## src/rtl/inst_fetch_queue_pkg.sv

```systemverilog
// Shared types and constants for the fetch front-end: the queue-entry layout,
// the reset PC default, the PC increment helper and the base opcode encodings.
package inst_fetch_queue_pkg;

  localparam logic [31:0] RESET_PC_DEFAULT = 32'h0000_0000;
  localparam logic [31:0] PC_STEP          = 32'd4;

  typedef struct packed {
    logic [31:0] pc;
    logic [31:0] instr;
  } iq_entry_t;

  localparam int unsigned IQ_ENTRY_W = $bits(iq_entry_t);

  typedef enum logic [6:0] {
    OPC_LOAD   = 7'b000_0011,
    OPC_OP_IMM = 7'b001_0011,
    OPC_AUIPC  = 7'b001_0111,
    OPC_STORE  = 7'b010_0011,
    OPC_OP     = 7'b011_0011,
    OPC_LUI    = 7'b011_0111,
    OPC_BRANCH = 7'b110_0011,
    OPC_JALR   = 7'b110_0111,
    OPC_JAL    = 7'b110_1111
  } opcode_e;

  function automatic logic [31:0] next_pc(input logic [31:0] pc);
    return pc + PC_STEP;
  endfunction

endpackage

```

## src/rtl/inst_fetch_queue_fifo.sv

```systemverilog
// Synchronous FIFO with push/pop/clear and occupancy count; a power-of-two depth
// lets the pointers wrap naturally.
module sync_fifo #(
  parameter int unsigned WIDTH = 64,
  parameter int unsigned DEPTH = 4
) (
  input  logic                     clk,
  input  logic                     rst_n,
  input  logic                     clear_i,
  input  logic                     push_i,
  input  logic [WIDTH-1:0]         wdata_i,
  input  logic                     pop_i,
  output logic [WIDTH-1:0]         rdata_o,
  output logic [$clog2(DEPTH):0]   count_o,
  output logic                     empty_o,
  output logic                     full_o
);

  localparam int unsigned PTR_W = $clog2(DEPTH);
  localparam int unsigned CNT_W = PTR_W + 1;

  logic [WIDTH-1:0] mem_q [DEPTH];
  logic [PTR_W-1:0] wr_ptr_q, wr_ptr_d, rd_ptr_q, rd_ptr_d;
  logic [CNT_W-1:0] count_q, count_d;
  logic             do_push, do_pop;

  assign empty_o = (count_q == '0);
  assign full_o  = (count_q == CNT_W'(DEPTH));
  assign do_pop  = pop_i && !empty_o;
  assign do_push = push_i && (!full_o || do_pop);

  // NOTE: every signal assigned in always_comb gets its default first, so no path can infer a latch.
  always_comb begin
    wr_ptr_d = wr_ptr_q;
    rd_ptr_d = rd_ptr_q;
    count_d  = count_q;
    if (clear_i) begin
      wr_ptr_d = '0;
      rd_ptr_d = '0;
      count_d  = '0;
    end else begin
      if (do_push) wr_ptr_d = wr_ptr_q + PTR_W'(1);
      if (do_pop)  rd_ptr_d = rd_ptr_q + PTR_W'(1);
      case ({do_push, do_pop})
        2'b10:   count_d = count_q + CNT_W'(1);
        2'b01:   count_d = count_q - CNT_W'(1);
        default: count_d = count_q;
      endcase
    end
  end

  // NOTE: state registers use non-blocking assignments so every flop samples pre-edge values.
  always_ff @(posedge clk) begin
    if (!rst_n) begin
      wr_ptr_q <= '0;
      rd_ptr_q <= '0;
      count_q  <= '0;
    end else begin
      wr_ptr_q <= wr_ptr_d;
      rd_ptr_q <= rd_ptr_d;
      count_q  <= count_d;
    end
  end

  // NOTE: storage is not reset; count gates every read, so stale contents are never observed.
  always_ff @(posedge clk) begin
    if (do_push && !clear_i) mem_q[wr_ptr_q] <= wdata_i;
  end

  assign rdata_o = empty_o ? '0 : mem_q[rd_ptr_q];
  assign count_o = count_q;

endmodule

```

## src/rtl/inst_fetch_queue.sv

```systemverilog
// Fetch front-end: owns the PC, issues credit-limited reads to a 1-cycle imem,
// queues returned words with their PCs and redirects on flush.
module inst_fetch_queue
  import inst_fetch_queue_pkg::*;
#(
  parameter int unsigned DEPTH    = 4,
  parameter logic [31:0] RESET_PC = RESET_PC_DEFAULT
) (
  input  logic        clk,
  input  logic        rst_n,
  output logic        imem_rd_en,
  output logic [31:0] imem_addr,
  input  logic [31:0] imem_data,
  input  logic        flush,
  input  logic [31:0] flush_pc,
  input  logic        dispatch_rd,
  output logic        inst_valid,
  output logic [31:0] instruction,
  output logic [31:0] inst_pc,
  output logic        empty,
  output logic        full
);

  localparam int unsigned CNT_W = $clog2(DEPTH) + 1;

  logic [31:0]      pc_q, pc_d, req_pc_q, req_pc_d;
  logic             inflight_q, inflight_d;
  logic [CNT_W-1:0] count;
  logic [CNT_W:0]   credit_used;
  logic             issue, push, pop;
  iq_entry_t        wr_entry, head_entry;

  // Reserving a slot for the in-flight word guarantees every return has space.
  assign credit_used = {1'b0, count} + (CNT_W + 1)'(inflight_q);
  assign issue       = !flush && (credit_used < (CNT_W + 1)'(DEPTH));
  assign push        = inflight_q && !flush;
  assign pop         = dispatch_rd && inst_valid && !flush;
  assign wr_entry    = '{pc: req_pc_q, instr: imem_data};

  always_comb begin
    pc_d       = pc_q;
    req_pc_d   = req_pc_q;
    inflight_d = issue;
    if (flush) begin
      pc_d = flush_pc;
    end else if (issue) begin
      pc_d     = next_pc(pc_q);
      req_pc_d = pc_q;
    end
  end

  always_ff @(posedge clk) begin
    if (!rst_n) begin
      pc_q       <= RESET_PC;
      req_pc_q   <= '0;
      inflight_q <= 1'b0;
    end else begin
      pc_q       <= pc_d;
      req_pc_q   <= req_pc_d;
      inflight_q <= inflight_d;
    end
  end

  sync_fifo #(
    .WIDTH (IQ_ENTRY_W),
    .DEPTH (DEPTH)
  ) u_fifo (
    .clk     (clk),
    .rst_n   (rst_n),
    .clear_i (flush),
    .push_i  (push),
    .wdata_i (wr_entry),
    .pop_i   (pop),
    .rdata_o (head_entry),
    .count_o (count),
    .empty_o (empty),
    .full_o  (full)
  );

  assign imem_rd_en  = issue;
  assign imem_addr   = pc_q;
  assign inst_valid  = !empty;
  assign instruction = head_entry.instr;
  assign inst_pc     = head_entry.pc;

endmodule

```

## config.mk

```make
export PLATFORM = sky130hd
export DESIGN_NAME = inst_fetch_queue
export DESIGN_NICKNAME = d
export VERILOG_FILES = /design/src/rtl/inst_fetch_queue_pkg.sv /design/src/rtl/inst_fetch_queue_fifo.sv /design/src/rtl/inst_fetch_queue.sv
export SDC_FILE = /design/constraint.sdc
export NUM_CORES = 1
export LEC_CHECK = 0
export BUFFER_PORTS_ARGS = -buffer_cell sky130_fd_sc_hd__buf_4
export CORE_MARGIN = 2
export CORE_UTILIZATION = 45
export CTS_BUF_LIST = sky130_fd_sc_hd__clkbuf_4 sky130_fd_sc_hd__clkbuf_8
export CTS_CLUSTER_DIAMETER = 120
export DETAILED_ROUTE_END_ITERATION = 16
export GPL_ROUTABILITY_DRIVEN = 0
export PLACE_DENSITY = 0.69
export SETUP_SLACK_MARGIN = 0.4
export SLEW_MARGIN = 20
export SYNTH_ARGS = -nofsm -noshare
export SYNTH_HDL_FRONTEND = slang
export SYNTH_HIERARCHICAL = 1
export SYNTH_SLANG_ARGS = --single-unit
```

## constraint.sdc

```tcl
create_clock -name clk -period 6.5 [get_ports clk]
set_clock_uncertainty 0.05 [all_clocks]
set_input_delay 0.65 -clock clk [delete_from_list [all_inputs] [get_ports clk]]
set_output_delay 0.65 -clock clk [all_outputs]
set_load 0.005 [all_outputs]
```

==> results of run 1 <==
[critical path, cell delays in order, from the launching register on]
cell and delay, ns:
dfxtp_4 0.98, buf_4 0.50, mux4_2 0.59, and2_1 0.18, buf_4 0.13
[final timing paths]
path	endpoint	startpoint	slack, ns	cells past startpoint
setup reg to reg	u_fifo/mem_q[3][39]$_DFFE_PP_	u_fifo/count_o[1]$_SDFFE_PP0P_	2.86	7
setup / recovery	inst_pc[30]	register	2.81	4
hold / removal	u_fifo/mem_q[0][0]$_DFFE_PP_	imem_data[0]	0.23	1
hold reg to reg	u_fifo/mem_q[0][36]$_DFFE_PP_	req_pc_q[4]$_SDFFE_PN0P_	0.44	0
[cells by family after synthesis]
family / count (synthesis) / synth area share (%)
simple gates: 271 / 10.9
mux: 67 / 10.9
fa+ha+maj: 6 / 0.610
compound gates: 110 / 6.07
flops: 330 / 67.7
buf+inv: 65 / 2.94
xor+xnor: 13 / 0.897
[per-layer routing]
| layer | wire [microns] | part of all wire (%) |
|---|---|---|
| met1 | 12800 | 45 |
| met2 | 12900 | 46 |
| met3 | 2180 | 7.7 |
| met4 | 376 | 1.3 |
| met5 | 0 | 0 |
[where the power goes]
group          total (mW)  leakage, nW  switching (mW)  internal, mW
clock                1.72        0.546           0.762         0.955
sequential           2.35         2.95          0.0472          2.30
combinational       0.154         2.05          0.0741        0.0798
[cells in the final DEF (no fill, tap or decap), types with 4 or more instances in the layout]
| cell type | n |
|---|---|
| edfxtp_1 | 256 |
| buf_4 | 170 |
| nand2_1 | 82 |
| dfxtp_1 | 72 |
| and2_1 | 66 |
| mux4_2 | 64 |
| clkbuf_8 | 54 |
| a21boi_0 | 32 |
| o21ai_0 | 21 |
| nand3_1 | 19 |
| nor2_1 | 19 |
| clkbuf_4 | 18 |
| o31ai_1 | 13 |
| clkinv_1 | 13 |
| a31oi_1 | 12 |
| nor2b_1 | 11 |
| nand4_1 | 11 |
| xnor2_1 | 11 |
| and3_1 | 9 |
| or4_1 | 9 |
| nand2b_1 | 9 |
| inv_1 | 8 |
| o211a_1 | 8 |
| nor4_1 | 5 |
| ha_1 | 5 |
| a32oi_1 | 4 |
| o41a_1 | 4 |
| a211oi_1 | 4 |
| clkinv_2 | 4 |
| and2_4 | 4 |
[state kept, by name, summed over array words and instances, names as in the netlist, named ones only]
| register | cells |
|---|---|
| u_fifo/wr_ptr_q | 2 |
| inflight_q | 1 |
| u_fifo/mem_q | 256 |
| u_fifo/count_o | 3 |
| imem_addr | 32 |
| req_pc_q | 32 |
| u_fifo/rd_ptr_q | 2 |
[metrics by stage]
stage | worst slack (ns) | instance area, sq um | instances
after global routing | 2.55 | 16000 | 1460
after detailed placement | 2.81 | 15000 | 1366
final | 2.81 | 16000 | 1460
after floorplan | 2.48 | 13500 | 862
after global placement | 2.91 | 15000 | 1366
after CTS | 2.67 | 16000 | 1460
[cell type report]
cell class,instances,area [sq um],share of cell area [%]
repair buffers,170,1280,7.98
clock inverters,22,156,0.978
inverters,9,33.8,0.211
flip-flops and latches,330,9180,57.4
multi-input cells,467,3980,24.9
clock buffers,72,878,5.49
well taps,390,488,3.05
[Yosys cell counts (3+ instances only)]
library cell	instances
edfxtp_1	256
nand2_1	83
dfxtp_1	74
and2_1	70
mux4_2	64
a21boi_0	32
clkbuf_1	23
o21ai_0	21
nand3_1	19
nor2_1	19
buf_2	13
o31ai_1	13
a31oi_1	12
nand4_1	11
nor2b_1	11
xnor2_1	11
and3_1	9
nand2b_1	9
or4_1	9
inv_1	8
o211a_1	8
buf_1	6
buf_12	6
ha_1	5
nor4_1	5
a211oi_1	4
a32oi_1	4
buf_6	4
o41a_1	4
a21oi_1	3
a311oi_1	3
mux2i_1	3
or3_1	3
or4_2	3
==> flow_results.xml, run 1 <==
<?xml version="1.0" encoding="UTF-8"?>
<metrics>
  <group name="status">
    <metric name="outcome" unit="">completed</metric>
  </group>
  <group name="worst_setup_path">
    <metric name="critPathCaptureType" unit="">output pin</metric>
    <metric name="worst-endpoint-arrival" unit="ns">2.99</metric>
    <metric name="max_fanout_on_critical_path" unit="">46</metric>
    <metric name="path_class" unit="">register to output pin</metric>
    <metric name="critical_path_required" unit="ns">5.80</metric>
    <metric name="startpoint_type" unit="">register</metric>
  </group>
  <group name="yosys">
    <metric name="ys_seq_area_share" unit="%">67.7</metric>
    <metric name="synthFlopType" unit="">edfxtp_1</metric>
    <metric name="synth_cells" unit="">862</metric>
    <metric name="yosys.area.top_type_share" unit="%">56.8</metric>
    <metric name="syn_area" unit="sq um">13500</metric>
    <metric name="ys_async_sr_fraction" unit="%">0</metric>
    <metric name="yosys_warnings" unit="">6</metric>
    <metric name="synthDistinctLibCells" unit="">61</metric>
    <metric name="syn_avg_cell_area" unit="sq um">15.7</metric>
    <metric name="yosys-top-cells-area" unit="">edfxtp_1, dfxtp_1, mux4_2</metric>
    <metric name="synth_enable_flop_cells" unit="">256</metric>
    <metric name="synth_seq_cells" unit="">330</metric>
    <metric name="synth_nets" unit="">936</metric>
    <metric name="netlist.top_cell.by_area" unit="">edfxtp_1</metric>
  </group>
  <group name="floorplan">
    <metric name="i_o_pin_count" unit="">168</metric>
    <metric name="die-area" unit="sq um">31500</metric>
    <metric name="standard_cell_core_area" unit="sq um">29600</metric>
    <metric name="initial_cell_density_of_the_core" unit="%">45.7</metric>
    <metric name="die_h" unit="microns">177</metric>
    <metric name="placement_rows" unit="">63</metric>
    <metric name="die_w" unit="microns">177</metric>
  </group>
  <group name="clock_tree">
    <metric name="max_root_sink_buffers" unit="">3</metric>
    <metric name="clock_tree_from_tritoncts" unit="">done</metric>
    <metric name="cts-buffers-inserted" unit="">52</metric>
    <metric name="clock_tree_root_buffer_cell" unit="">clkbuf_8</metric>
    <metric name="clock_insertion_delay_worst_skew" unit="ns">0.58</metric>
    <metric name="clock_transition_time_at_the_flip_flop_clock_pins_of_the_worst_setup_and_hold_paths" unit="ns">0.06</metric>
    <metric name="cts_max_level" unit="">2</metric>
    <metric name="post_cts_hold_buffer_count" unit="">0</metric>
    <metric name="cts_sinks" unit="">330</metric>
    <metric name="post_cts_resize_count" unit="">0</metric>
    <metric name="total_setup_buffers_inserted_after_cts" unit="">0</metric>
  </group>
  <group name="global_routing">
    <metric name="grt_use_met3" unit="%">4.28</metric>
    <metric name="combined_global_route_utilization_of_all_metal_layers" unit="%">18.2</metric>
    <metric name="grt_start_max_net_pins" unit="">75</metric>
    <metric name="grt_util_met1" unit="%">26.8</metric>
    <metric name="via_count_of_the_first_global_routing_pass" unit="">7889</metric>
    <metric name="groute.layer.met2.usage" unit="%">27.4</metric>
    <metric name="grt-busiest-layer" unit="">met2</metric>
    <metric name="grt_overflow" unit="">0</metric>
    <metric name="grt_first_pass_wirelength" unit="microns">44200</metric>
    <metric name="antenna_found_initial" unit="">0</metric>
  </group>
  <group name="timing">
    <metric name="finalCritPeriodShare" unit="%">56.8</metric>
    <metric name="achievable-frequency" unit="GHz">0.271</metric>
    <metric name="max-slew-margin-rel" unit="%">32.4</metric>
    <metric name="timing_worst_slew_pin_value" unit="ns">1.01</metric>
    <metric name="setup_total_negative_slack" unit="ns">0</metric>
    <metric name="final-max-slew-violation-count" unit="">0</metric>
    <metric name="setup_repair_after_global_routing_missed_its_margin" unit="">false</metric>
    <metric name="finalSetupViolations" unit="">0</metric>
    <metric name="whs" unit="ns">0.226</metric>
    <metric name="final-hold-violation-count" unit="">0</metric>
    <metric name="finalWorstPathRequiredPeriod" unit="ns">3.69</metric>
  </group>
  <group name="drt">
    <metric name="routed_wire_length" unit="microns">28300</metric>
    <metric name="detail-route-antenna-nets" unit="">0</metric>
    <metric name="detailedRoute.firstPassIterationCount" unit="">5</metric>
    <metric name="drtIter0Drc" unit="">691</metric>
    <metric name="detailroute.via_count" unit="">7884</metric>
    <metric name="routed_via_density" unit="">5.40</metric>
    <metric name="post-route-drc-count" unit="">0</metric>
    <metric name="drt-wirelength-per-cell" unit="microns">19.4</metric>
  </group>
  <group name="placed_design">
    <metric name="dp_hpwl" unit="microns">16900</metric>
    <metric name="io_buffer_count" unit="">167</metric>
  </group>
  <group name="power">
    <metric name="cellLeakagePower" unit="nW">5.55</metric>
    <metric name="powerDensity" unit="nW/um^2">264</metric>
    <metric name="worst_ir_drop_vdd" unit="mV">0.116</metric>
    <metric name="p_total" unit="mW">4.22</metric>
  </group>
  <group name="finish">
    <metric name="post-route-util" unit="%">54.0</metric>
    <metric name="drive_above_1_share" unit="%">31.7</metric>
    <metric name="fillerInstances" unit="">2448</metric>
    <metric name="antenna_cells" unit="">0</metric>
    <metric name="area_delta_synth_final" unit="%">18.1</metric>
    <metric name="nNetsFinal" unit="">1104</metric>
  </group>
  <group name="hold_path">
    <metric name="hold_class" unit="">primary input to register</metric>
  </group>
  <group name="run">
    <metric name="timing.max_cap.violations" unit="">0</metric>
  </group>
</metrics>
Power figures use the tool's default switching activity.
==> inputs of run 2 (changes only) <==
--- a/config.mk
+++ b/config.mk
@@ -5,6 +5,7 @@
 export SDC_FILE = /design/constraint.sdc
 export NUM_CORES = 1
 export LEC_CHECK = 0
+export ABC_AREA = 1
 export BUFFER_PORTS_ARGS = -buffer_cell sky130_fd_sc_hd__buf_4
 export CORE_MARGIN = 2
 export CORE_UTILIZATION = 45
==> constraint.sdc (replaced) <==
create_clock -name clk -period 3.56 [get_ports clk]
set_clock_uncertainty 0.05 [all_clocks]
set_input_delay 0.356 -clock clk [delete_from_list [all_inputs] [get_ports clk]]
set_output_delay 0.356 -clock clk [all_outputs]
set_load 0.005 [all_outputs]
==> run 2 against run 1 <==
Net effect: count of clock-buffer cells in the layout up 10; cell area up 5.2%; sequential power up 81%; combinational power up 140%; critical path depth up 2; via count up 27%; global-route usage up 1.8 points; sequential cell count unchanged; die area up 2.0%; synthesized cell count up 54%; largest power group unchanged; highest routed layer unchanged.
==> flow_results.xml, run 2 <==
<?xml version="1.0" encoding="UTF-8"?>
<metrics>
  <group name="status">
    <metric name="outcome" unit="">completed</metric>
  </group>
  <group name="power">
    <metric name="clk_network_pwr_share" unit="%">42.1</metric>
    <metric name="p_total" unit="mW">8.00</metric>
    <metric name="power.share.switching" unit="%">21.3</metric>
    <metric name="pwr-share-seq" unit="%">53.3</metric>
    <metric name="comb_power_share" unit="%">4.6</metric>
    <metric name="p_int" unit="mW">6.30</metric>
    <metric name="cellLeakagePower" unit="nW">6.47</metric>
    <metric name="power.switching" unit="mW">1.70</metric>
    <metric name="worst_ir_drop_vdd" unit="mV">0.285</metric>
    <metric name="powerDensity" unit="nW/um^2">475</metric>
  </group>
  <group name="floorplan">
    <metric name="die-area" unit="sq um">32100</metric>
    <metric name="initial_cell_density_of_the_core" unit="%">45.4</metric>
    <metric name="i_o_pin_count" unit="">168</metric>
    <metric name="die_w" unit="microns">179</metric>
    <metric name="standard_cell_core_area" unit="sq um">30400</metric>
    <metric name="die_h" unit="microns">179</metric>
    <metric name="placement_rows" unit="">64</metric>
  </group>
  <group name="worst_setup_path">
    <metric name="worst_path_cell_chain" unit="">buf_4, nor2_1, nor2_1, o21ai_0, a21oi_1, buf_4</metric>
    <metric name="critPathTopFamily" unit="">buffers and inverters</metric>
    <metric name="cpMaxStageDelayCell" unit="">dfxtp_4</metric>
    <metric name="stage_delay_of_the_slowest_cell_on_the_critical_path" unit="ns">0.57</metric>
    <metric name="path_class" unit="">register to output pin</metric>
    <metric name="worst-endpoint-arrival" unit="ns">2.36</metric>
    <metric name="critPathBufInv" unit="">2</metric>
    <metric name="max_fanout_on_critical_path" unit="">36</metric>
    <metric name="startpoint_type" unit="">register</metric>
    <metric name="r2r-start" unit="">u_fifo/count_o[1]$_SDFFE_PP0P_</metric>
    <metric name="critical_path_required" unit="ns">3.15</metric>
    <metric name="critPathCaptureType" unit="">output pin</metric>
    <metric name="regToRegSetupSlack" unit="ns">1.15</metric>
    <metric name="rr_worst_depth" unit="">11</metric>
    <metric name="r2r-end" unit="">u_fifo/mem_q[3][40]$_DFFE_PP_</metric>
  </group>
  <group name="hold_path">
    <metric name="worst_hold_path.endpoint" unit="">imem_addr[4]$_SDFFE_PN0P_</metric>
    <metric name="hold_class" unit="">primary input to register</metric>
    <metric name="worstHoldPathCells" unit="">3</metric>
    <metric name="hold_start" unit="">flush_pc[4]</metric>
  </group>
  <group name="drt">
    <metric name="drt-wirelength-per-cell" unit="microns">16.3</metric>
    <metric name="routedLengthMet1" unit="microns">14400</metric>
    <metric name="detail-route-antenna-nets" unit="">0</metric>
    <metric name="post-route-drc-count" unit="">0</metric>
    <metric name="dr_wl_met3" unit="microns">2110</metric>
    <metric name="drtIter0Drc" unit="">906</metric>
    <metric name="routed_wire_length" unit="microns">32000</metric>
    <metric name="detailedRoute.firstPassIterationCount" unit="">6</metric>
    <metric name="top_layer_used" unit="">met4</metric>
    <metric name="detailroute.via_count" unit="">10000</metric>
    <metric name="wl_met2" unit="microns">15000</metric>
    <metric name="routed_via_density" unit="">5.08</metric>
  </group>
  <group name="clock_tree">
    <metric name="clock_insertion_delay_worst_skew" unit="ns">0.57</metric>
    <metric name="cts_sinks" unit="">330</metric>
    <metric name="clock_tree_from_tritoncts" unit="">done</metric>
    <metric name="clock_transition_time_at_the_flip_flop_clock_pins_of_the_worst_setup_and_hold_paths" unit="ns">0.06</metric>
    <metric name="post_cts_hold_buffer_count" unit="">35</metric>
    <metric name="total_setup_buffers_inserted_after_cts" unit="">0</metric>
    <metric name="clock_tree_root_buffer_cell" unit="">clkbuf_8</metric>
    <metric name="cts-buffers-inserted" unit="">54</metric>
    <metric name="max_root_sink_buffers" unit="">3</metric>
    <metric name="cts_max_level" unit="">2</metric>
    <metric name="post_cts_resize_count" unit="">0</metric>
  </group>
  <group name="timing">
    <metric name="whs" unit="ns">0.0298</metric>
    <metric name="fin_ws" unit="ns">0.794</metric>
    <metric name="finalWorstPathRequiredPeriod" unit="ns">2.77</metric>
    <metric name="max-slew-margin-rel" unit="%">44.5</metric>
    <metric name="achievable-frequency" unit="GHz">0.362</metric>
    <metric name="setup_repair_after_global_routing_missed_its_margin" unit="">false</metric>
    <metric name="final-max-slew-violation-count" unit="">0</metric>
    <metric name="timing_worst_slew_pin_value" unit="ns">0.832</metric>
    <metric name="finalSetupViolations" unit="">0</metric>
    <metric name="final-hold-violation-count" unit="">0</metric>
    <metric name="setup_total_negative_slack" unit="ns">0</metric>
    <metric name="finalCritPeriodShare" unit="%">77.7</metric>
  </group>
  <group name="placed_design">
    <metric name="placement.setup.worst_slack" unit="ns">1.15</metric>
    <metric name="dp_hpwl" unit="microns">19200</metric>
    <metric name="io_buffer_count" unit="">167</metric>
  </group>
  <group name="global_routing">
    <metric name="grt_first_pass_wirelength" unit="microns">50000</metric>
    <metric name="via_count_of_the_first_global_routing_pass" unit="">9666</metric>
    <metric name="combined_global_route_utilization_of_all_metal_layers" unit="%">19.9</metric>
    <metric name="grt_overflow" unit="">0</metric>
    <metric name="grt_start_max_net_pins" unit="">129</metric>
    <metric name="antenna_found_initial" unit="">0</metric>
  </group>
  <group name="yosys">
    <metric name="yosys_warnings" unit="">6</metric>
    <metric name="syn_avg_cell_area" unit="sq um">10.4</metric>
    <metric name="synth_seq_cells" unit="">330</metric>
    <metric name="synth_nets" unit="">1401</metric>
    <metric name="yosysMostFrequentCell" unit="">nor2_1</metric>
    <metric name="yosys-top-cells-area" unit="">edfxtp_1, dfxtp_1, nor2_1</metric>
    <metric name="netlist.top_cell.by_area" unit="">edfxtp_1</metric>
    <metric name="ys_async_sr_fraction" unit="%">0</metric>
    <metric name="syn_area" unit="sq um">13800</metric>
    <metric name="synthFlopType" unit="">edfxtp_1</metric>
    <metric name="synthDistinctLibCells" unit="">36</metric>
    <metric name="ys_seq_area_share" unit="%">66.4</metric>
    <metric name="synth_cells" unit="">1327</metric>
    <metric name="yosys.area.top_type_share" unit="%">55.7</metric>
    <metric name="synth_enable_flop_cells" unit="">256</metric>
    <metric name="netlist_top_cells_count" unit="">nor2_1, edfxtp_1, nand2_1</metric>
  </group>
  <group name="finish">
    <metric name="area_delta_synth_final" unit="%">21.8</metric>
    <metric name="final_common_cell" unit="">nor2_1</metric>
    <metric name="drive_above_1_share" unit="%">19.3</metric>
    <metric name="nNetsFinal" unit="">1606</metric>
    <metric name="regMostFlops" unit="">u_fifo/mem_q</metric>
    <metric name="most-common-layout-cells" unit="">nor2_1, edfxtp_1, buf_4</metric>
    <metric name="antenna_cells" unit="">0</metric>
    <metric name="largest_register_ffs" unit="">256</metric>
  </group>
  <group name="run">
    <metric name="timing.max_cap.violations" unit="">0</metric>
  </group>
</metrics>
## run 2: changes by cell type after synthesis, moves of 12 or more
| cell | before | now |
|---|---|---|
| a21oi_1 | 3 | 99 |
| o21ai_0 | 21 | 155 |
| mux4_2 | 64 | 0 |
| o31ai_1 | 13 | 0 |
| nand3_1 | 19 | 36 |
| nor2_1 | 19 | 324 |
| and2_1 | 70 | 0 |
| buf_6 | 4 | 16 |
| nand2_1 | 83 | 167 |
| inv_1 | 8 | 72 |
| a21boi_0 | 32 | 0 |
## run 2: kinds of logic (layout without fill, tap and decap cells)
logic type	Yosys count	after routing	share of synthesized area, %
flops	330	330	66.4
xor+xnor	9	9	0.571
buf+inv	144	391	5.15
fa+ha+maj	6	6	0.598
simple gates	561	561	17.0
compound gates	277	277	10.3
## run 2: final cells by class
type	count	area [sq um]
fill	2638	13600
sequential	330	9170
multi-input combinational	853	3960
timing repair buffer	217	1780
clock buffer	82	991
tap	396	495
inverter	76	292
clock inverter	16	136
## run 2: layer usage
metal  track usage, %  vias up
li1                 -     4933
met1             26.9     4683
met2             33.0      353
met3             3.75       40
met4             5.54        0
met5                0        -
## run 2: worst max-delay path by stage
| stage | slack, ns | start | depth (start not counted) | endpoint |
|---|---|---|---|---|
| after floorplan | 0.05 | u_fifo/count_o[1]$_SDFFE_PP0P_ | 11 | u_fifo/mem_q[0][0]$_DFFE_PP_ |
| after global placement | 1.22 | u_fifo/count_o[1]$_SDFFE_PP0P_ | 11 | u_fifo/mem_q[1][29]$_DFFE_PP_ |
| after detailed placement | 1.15 | u_fifo/count_o[1]$_SDFFE_PP0P_ | 11 | u_fifo/mem_q[3][31]$_DFFE_PP_ |
| after CTS | 0.74 | register | 6 | inst_pc[23] |
| after global routing | 0.61 | register | 6 | inst_pc[14] |
| final | 0.79 | register | 6 | inst_pc[17] |
## run 2: tightest hold or removal path: cells and delay by family
kind | cells | cell delay (ns)
AO/OA/AOI/OAI | 1 | 0.07
buffers and inverters | 1 | 0.11
AND/OR/NAND/NOR | 1 | 0.05
## run 2: power by group through the flow
| stage | combinational, mW | clock (mW) | sequential, mW |
|---|---|---|---|
| 2_1_floorplan | 0.160 | 0 | 4.32 |
| 3_3_place_gp | 0.334 | 0 | 4.34 |
| 3_5_place_dp | 0.340 | 0 | 4.34 |
| 4_1_cts | 0.373 | 3.44 | 4.26 |
| 5_1_grt | 0.414 | 3.63 | 4.27 |
| 6_report | 0.371 | 3.36 | 4.26 |
## run 2: metrics by stage
step,utilization [%],area [sq um],cells
2_1_floorplan,-,13800,1327
3_3_place_gp,50.4,15400,1837
3_5_place_dp,50.4,15400,1837
4_1_cts,55.3,16800,1970
5_1_grt,55.3,16800,1970
6_report,55.3,16800,1970
